<file path="src/rtl/dsp_mac_pipe.sv">
// rtl/dsp_mac_pipe.sv - pipelined pre-add/multiply/post-add MAC slice with auto-dump accumulator
module dsp_mac_pipe #(
    parameter int AW       = 18,
    parameter int PW       = 48,
    parameter int IN_REGS  = 2,
    parameter int MREG     = 1,
    parameter int ACC_LEN  = 0,
    parameter int SATURATE = 0
) (
    input  logic          clk,
    input  logic          RST,
    input  logic          CE,
    input  logic          in_valid,
    input  logic [7:0]    opmode,
    input  logic [AW-1:0] A,
    input  logic [AW-1:0] B,
    input  logic [AW-1:0] D,
    input  logic [PW-1:0] C,
    input  logic [PW-1:0] PCIN,
    input  logic          CARRYIN,
    output logic [PW-1:0] P,
    output logic [PW-1:0] PCOUT,
    output logic          out_valid,
    output logic          acc_done,
    output logic          CARRYOUT,
    output logic          OVERFLOW
);

    if (2 * AW > PW) begin : g_bad_pw
        $error("dsp_mac_pipe: 2*AW must not exceed PW");
    end
    if (IN_REGS < 1 || IN_REGS > 3) begin : g_bad_in_regs
        $error("dsp_mac_pipe: IN_REGS must be 1..3");
    end

    localparam int SW = 1 + 8 + 3 * AW + PW;
    localparam int QW = 1 + 8 + PW + 2 * AW + PW;
    localparam int CW = (ACC_LEN > 1) ? $clog2(ACC_LEN) : 1;
    localparam logic [CW-1:0] CNT_LAST = CW'((ACC_LEN > 0) ? ACC_LEN - 1 : 0);
    localparam logic [PW-1:0] P_MAX = {1'b0, {(PW-1){1'b1}}};
    localparam logic [PW-1:0] P_MIN = {1'b1, {(PW-1){1'b0}}};

    logic unused_carryin;
    assign unused_carryin = CARRYIN;

    // Stage 0 sits in the low SW bits; every CE shift moves all stages up by one slot.
    logic [IN_REGS*SW-1:0] pipe;

    always_ff @(posedge clk or posedge RST) begin
        if (RST) begin
            pipe <= '0;
        end else if (CE) begin
            pipe <= (IN_REGS*SW)'({pipe, in_valid, opmode, A, B, D, C});
        end
    end

    logic          pa_valid;
    logic [7:0]    pa_op;
    logic [AW-1:0] pa_a, pa_b, pa_d;
    logic [PW-1:0] pa_c;
    assign {pa_valid, pa_op, pa_a, pa_b, pa_d, pa_c} = pipe[IN_REGS*SW-1 -: SW];

    logic [AW-1:0] b_pre;
    always_comb begin
        b_pre = pa_b;
        if (pa_op[4]) begin
            b_pre = pa_op[6] ? pa_d - pa_b : pa_d + pa_b;
        end
    end

    logic signed [2*AW-1:0] prod;
    logic        [PW-1:0]   m_ext;
    assign prod  = (2*AW)'($signed(pa_a)) * (2*AW)'($signed(b_pre));
    assign m_ext = PW'(prod);

    logic [QW-1:0] m_in, m_q;
    assign m_in = {pa_valid, pa_op, m_ext, pa_a, b_pre, pa_c};

    if (MREG != 0) begin : g_mreg
        always_ff @(posedge clk or posedge RST) begin
            if (RST) begin
                m_q <= '0;
            end else if (CE) begin
                m_q <= m_in;
            end
        end
    end else begin : g_mcomb
        assign m_q = m_in;
    end

    logic            q_valid;
    logic [7:0]      q_op;
    logic [PW-1:0]   q_m, q_c;
    logic [2*AW-1:0] q_ab;
    assign {q_valid, q_op, q_m, q_ab, q_c} = m_q;

    // The first sample of each block sees zero feedback instead of the dumped result.
    logic [CW-1:0] cnt;
    logic          restart, last;
    logic [PW-1:0] fb;
    assign restart = (ACC_LEN > 0) && (cnt == '0);
    assign last    = (ACC_LEN > 0) && (cnt == CNT_LAST);
    assign fb      = restart ? '0 : P;

    logic [PW-1:0] x_v, z_v;
    always_comb begin
        x_v = '0;
        case (q_op[1:0])
            2'b01:   x_v = q_m;
            2'b10:   x_v = fb;
            2'b11:   x_v = PW'(q_ab);
            default: x_v = '0;
        endcase
        z_v = '0;
        case (q_op[3:2])
            2'b01:   z_v = PCIN;
            2'b10:   z_v = fb;
            2'b11:   z_v = q_c;
            default: z_v = '0;
        endcase
    end

    logic [PW:0]   cin_w, zs, xs, zu, xu, s_sum, u_sum;
    logic          ovf;
    logic [PW-1:0] p_next;
    assign cin_w = (PW+1)'(q_op[5]);
    assign zs    = {z_v[PW-1], z_v};
    assign xs    = {x_v[PW-1], x_v};
    assign zu    = {1'b0, z_v};
    assign xu    = {1'b0, x_v};
    assign s_sum = q_op[7] ? zs - (xs + cin_w) : zs + xs + cin_w;
    assign u_sum = q_op[7] ? zu - (xu + cin_w) : zu + xu + cin_w;
    assign ovf   = s_sum[PW] ^ s_sum[PW-1];

    always_comb begin
        p_next = s_sum[PW-1:0];
        if (SATURATE != 0 && ovf) begin
            p_next = s_sum[PW] ? P_MIN : P_MAX;
        end
    end

    always_ff @(posedge clk or posedge RST) begin
        if (RST) begin
            P         <= '0;
            out_valid <= 1'b0;
            acc_done  <= 1'b0;
            CARRYOUT  <= 1'b0;
            OVERFLOW  <= 1'b0;
            cnt       <= '0;
        end else if (CE) begin
            out_valid <= q_valid;
            acc_done  <= q_valid && last;
            if (q_valid) begin
                P        <= p_next;
                CARRYOUT <= u_sum[PW];
                OVERFLOW <= ovf;
                if (ACC_LEN > 0) begin
                    cnt <= last ? '0 : cnt + 1'b1;
                end
            end
        end
    end

    assign PCOUT = P;

endmodule

</file>
<file path="config.mk">
export PLATFORM = sky130hd
export DESIGN_NAME = dsp_mac_pipe
export DESIGN_NICKNAME = d
export VERILOG_FILES = /design/src/rtl/dsp_mac_pipe.sv
export SDC_FILE = /design/constraint.sdc
export NUM_CORES = 2
export LEC_CHECK = 0
export CORE_ASPECT_RATIO = 0.75
export CORE_UTILIZATION = 65
export CTS_CLUSTER_SIZE = 24
export DETAILED_ROUTE_END_ITERATION = 7
export GPL_TIMING_DRIVEN = 1
export PLACE_DENSITY = 0.86
export SYNTH_ARGS = -nofsm -noshare
export SYNTH_HDL_FRONTEND = slang
export SYNTH_SLANG_ARGS = --single-unit
</file>
<file path="constraint.sdc">
create_clock -name clk -period 35.9 [get_ports clk]
set_clock_uncertainty 0.1 [all_clocks]
set_input_delay 7.18 -clock clk [delete_from_list [all_inputs] [get_ports clk]]
set_output_delay 7.18 -clock clk [all_outputs]
set_load 0.02 [all_outputs]
</file>
# After elaboration in Yosys (flattened, before gate mapping)
# Cells that the tools add are included.
dict set report op_classes {
  addsub 10
  mul 1
  eq_ne 6
  muxes 6
  n_bitwise 1
  reduce_logical 1
}
# operator n
set ops {}
lappend ops {{one-hot mux 48 bit (3 select lines)} 2}
lappend ops {{adder 48 x 48 -> 49 bit} 2}
lappend ops {{adder 49 x 1 -> 49 bit} 2}
lappend ops {{two-way mux 49 bit} 2}
lappend ops {{adder 48 x 1 -> 49 bit} 1}
lappend ops {{adder 48 x 2 -> 49 bit} 1}
lappend ops {{subtractor 48 x 49 -> 49 bit} 1}
lappend ops {{subtractor 49 bit} 1}
lappend ops {{multiplier 18 x 18 -> 36 bit} 1}
lappend ops {{two-way mux 18 bit} 2}
lappend ops {{adder 18 bit} 1}
lappend ops {{subtractor 18 bit} 1}
lappend ops {{equality test 2 bit, second input constant} 4}
lappend ops {{equality test 2 x 1 -> 1 bit, second input constant} 2}
lappend ops {{AND reduction 2 bit} 1}
lappend ops {{XOR 1 bit} 1}
dict set report totals {
  regBits 414
  in_bits 163
  elab_cells 31
}

# Logic depth before layout (Yosys ltp)
dict set report depth {
  depth_word 6
  mapped_depth 41
}

# Worst setup path after synthesis
# Ideal clock, no wire load.
dict set report synth_path {
  kind {input to register}
  startpoint {input PCIN[11]}
  endpoint {register OVERFLOW}
  setup_time_ps 69
  arrival_ps 10738
  t_required_ps 35731
  path_slack_ps 24993
  path_stages 15
  n_path_buf 1
  path_cell_list {mux2_2 -> a22o_1 -> ha_1 -> ha_1 -> clkbuf_1 -> nand2_1 -> or3_1 -> or4_1 -> nand4_1 -> and2_2 -> a41o_1 -> a41oi_2 -> o31a_1 -> a211o_1 -> nand3_1}
}
dict set report synth_between {
  elab_chain_cells 5
}
# element line
set synth_lines {}
lappend synth_lines {{start, declared} 19} ;# input logic [PW-1:0] PCIN,
lappend synth_lines {{one-hot mux 48 bit (3 select lines) *} 115} ;# case (q_op[3:2])
lappend synth_lines {{adder 48 x 48 -> 49 bit} 131} ;# assign s_sum = q_op[7] ? zs - (xs + cin_w) : zs + xs + cin_w;
lappend synth_lines {{adder 49 x 1 -> 49 bit} 131}
lappend synth_lines {{two-way mux 49 bit *} 131}
lappend synth_lines {{XOR 1 bit *} 133} ;# assign ovf = s_sum[PW] ^ s_sum[PW-1];
lappend synth_lines {{end signal, assigned} 156} ;# OVERFLOW <= ovf;
lappend synth_lines {{end, declared} 26} ;# output logic OVERFLOW
# Mark *: on every way between the ends. The rest lies on a longest branch, timed or not.
# A chain may end at the register's enable or synchronous reset.

# Worst setup path after layout
dict set report layout_path {
  startpoint {input PCIN[3]}
  endpoint {register P[43]}
}
dict set report layout_between {
  elab_chain_cells 4
}
# element line
set layout_lines {}
lappend layout_lines {{one-hot mux 48 bit (3 select lines) *} 115}
lappend layout_lines {{adder 48 x 48 -> 49 bit} 131}
lappend layout_lines {{adder 49 x 1 -> 49 bit} 131}
lappend layout_lines {{two-way mux 49 bit *} 131}
lappend layout_lines {{end signal, assigned} 154} ;# P <= p_next;
lappend layout_lines {{end, declared} 21} ;# output logic [PW-1:0] P,
# Marked as above.

==> run metrics <==
critical path launch point type input pin; Main synth FF type dfrtp_1; first-pass GRT wire length 160000 microns; die width 275 microns; initial core utilization 0.664; Mapped Area 36400 sq um; Residual DRC 0; crit path max fanout 4; Ports 263; Slew headroom 0.262; Fin Setup TNS 0 ps; Crit path largest cell delay 930 ps; Clock Path Buffers 3; Slew @ Worst Pin 1110 ps; post-synthesis sequential area ratio 0.275; CTS Sinks 400; Synth Net Count 4438; clk root buf clkbuf_16; Initial DRT Pass Iterations 6; Tot GR Track Use 0.361; Clock transition at path regs 70 ps; post-cts resize count 0; area delta synth->final 11.6%; fmax 82.9 MHz; Final Cycle Share 0.336; Std-Cell Rows 74; initial antenna violation count 8; number of flops mapped to enable cells by yosys 0; Worst-Skew Late Latency 600 ps; largest cells by area after synthesis dfrtp_1 27%, fa_1 18%, mux2_2 13%; Detail Placement HPWL 73100 microns; overall die area 57000 sq um; leading area contributor after synthesis dfrtp_1; Routed Antenna Nets 0; worst min path class reg -> reg; RSZ-0062 raised after global routing false; Fin. Hold Viols 0; I/O Buffers 260; max-slew violations 0; R2R depth 35; Setup Buffers After CTS 0; layout cell share with drive strength beyond 1 0.140; cells after synthesis 3690; Tmin final 12060 ps; CP max-delay cell a2111oi_0; DIE HEIGHT 207 microns; via count 27700; Netlist cell types 73; CP dominant cell by count a211oi_1; WL final 99900 microns; Worst EP required 36290 ps; Worst Path Class, Setup in -> reg; number of global-route vias before repair 28200; maxcap violations 0; placed instance area 39300 sq um; number of CTS-inserted buffers 41; CP endpoint kind register; grt ovf 0; nets@finish 4560; CTS Hold Buffers Added 0; Ys Warns 0; setup violators final 0; Starting DRT DRC Count 2666; Arr. time, crit path 12450 ps; largest net degree at the start of global routing 119; FF+latch count, synth 400; H-tree Lvls 2; status finished, final reports clean; Routability Congestion 0.962; number of vias per cell 6.07; WL/cell 21.8 microns; worst hold stages 2; TritonCTS clock tree built; CORE AREA 54900 sq um; Yosys top cell area share 0.275; CP Cell Sequence clkdlybuf4s50_1 > mux2_2 > a22oi_1 > inv_1 > ha_1 > a2111oi_0 > a211oi_1 > o211ai_1 > o21ai_1 > a21oi_1 > o21bai_1 > a31o_2 > a211oi_1 > xnor2_1 > nor3_1 > a311oi_1; Mean Syn Cell Area 9.88 sq um; post-route cell area 40700 sq um; ys async rst share 1.00
[synth_stat cells (all sizes together), types with 11 or more instances]
cell type / count
a211oi: 14
a21o: 57
a21oi: 172
a22o: 49
a22oi: 38
a31oi: 16
and2: 97
and3: 11
buf: 72
clkbuf: 146
dfrtp: 400
fa: 334
ha: 251
inv: 527
mux2: 410
mux2i: 11
nand2: 334
nand2b: 21
nand3: 33
nand4: 14
nor2: 153
nor2b: 50
nor3: 24
o211ai: 15
o21a: 11
o21ai: 137
o21bai: 28
xnor2: 117
xor2: 37
[path summary, 6_finish.rpt]
check	startpoint	endpoint	slack (ps)
min reg2reg	OVERFLOW	OVERFLOW	380
max reg2reg	pipe[219]	m_q[118]	24740
min	OVERFLOW	OVERFLOW	380
min in group asynchronous	RST	pipe[46]	7090
max in group asynchronous	RST	pipe[92]	26280
max	PCIN[3]	P[43]	23840
[registers in the layout, summed over array words and instances, names as in the netlist]
register   cells
P             48
out_valid      1
OVERFLOW       1
CARRYOUT       1
pipe         222
m_q          127
[layer usage]
metal	vias up	share of wire	GRT usage
li1	12400	-	-
met1	13900	0.42	0.513
met2	1309	0.44	0.533
met3	195	0.11	0.106
met4	8	0.034	0.115
met5	-	0.0020	0
[critical path: cells and delay by family]
kind	cells	cell delay, ps
buffers and inverters	2	530
adder cells (fa/ha/maj)	1	230
multiplexers	1	300
AND/OR/NAND/NOR	1	90
AO/OA/AOI/OAI	10	3930
XOR/XNOR	1	180
[layout make-up]
class / instances / area (sq um)
multi-input combinational: 2544 / 23500
fill: 3696 / 14200
sequential: 400 / 10000
timing repair buffer: 297 / 2890
inverter: 528 / 1990
clock buffer: 53 / 1100
tap: 722 / 903
clock inverter: 23 / 300
antenna: 5 / 12.5
[cell families (layout without fill, tap and decap cells)]
family,after synthesis,after routing,share of synthesized area
AOI/OAI and AO/OA,607,607,0.108
other,1,6,0.000103
muxes,421,421,0.130
xor gates and xnor gates,154,154,0.0370
adders and majority gates,585,585,0.270
and+or+nand+nor,776,776,0.0990
DFF,400,400,0.275
buffers and inverters,746,901,0.0820
[layout by cell type (no fill, tap or decap), drive strengths merged, types with 11 or more instances in the layout]
cell and instances:
o21a 11, ha 251, clkdlybuf4s50 259, nand2 334
mux2i 11, nor2 153, nand4 14, nand2b 21
a22oi 38, o21ai 137, o21bai 28, and3 11
a21o 57, buf 38, nor3 24, xnor2 117
clkbuf 53, a21oi 172, dfrtp 400, nand3 33
fa 334, a31oi 16, clkinv 14, mux2 410
nor2b 50, and2 97, inv 532, a22o 49
o211ai 15, xor2 37, a211oi 14
[per-stage QoR]
stage / std cells / util / setup slack [ps] / hold slack (ps)
after CTS: 4567 / 0.741 / 24190 / 385
after global routing: 4571 / 0.741 / 23700 / 416
final: 4572 / 0.741 / 23840 / 383
after floorplan: 3690 / - / 17500 / 348
after detailed placement: 4491 / 0.715 / 23680 / 370
after global placement: 4491 / 0.715 / 23650 / 362
Power is left out: the tool's default activity adds up to more than one toggle a clock period on the data nets, which glitch-free logic cannot reach.
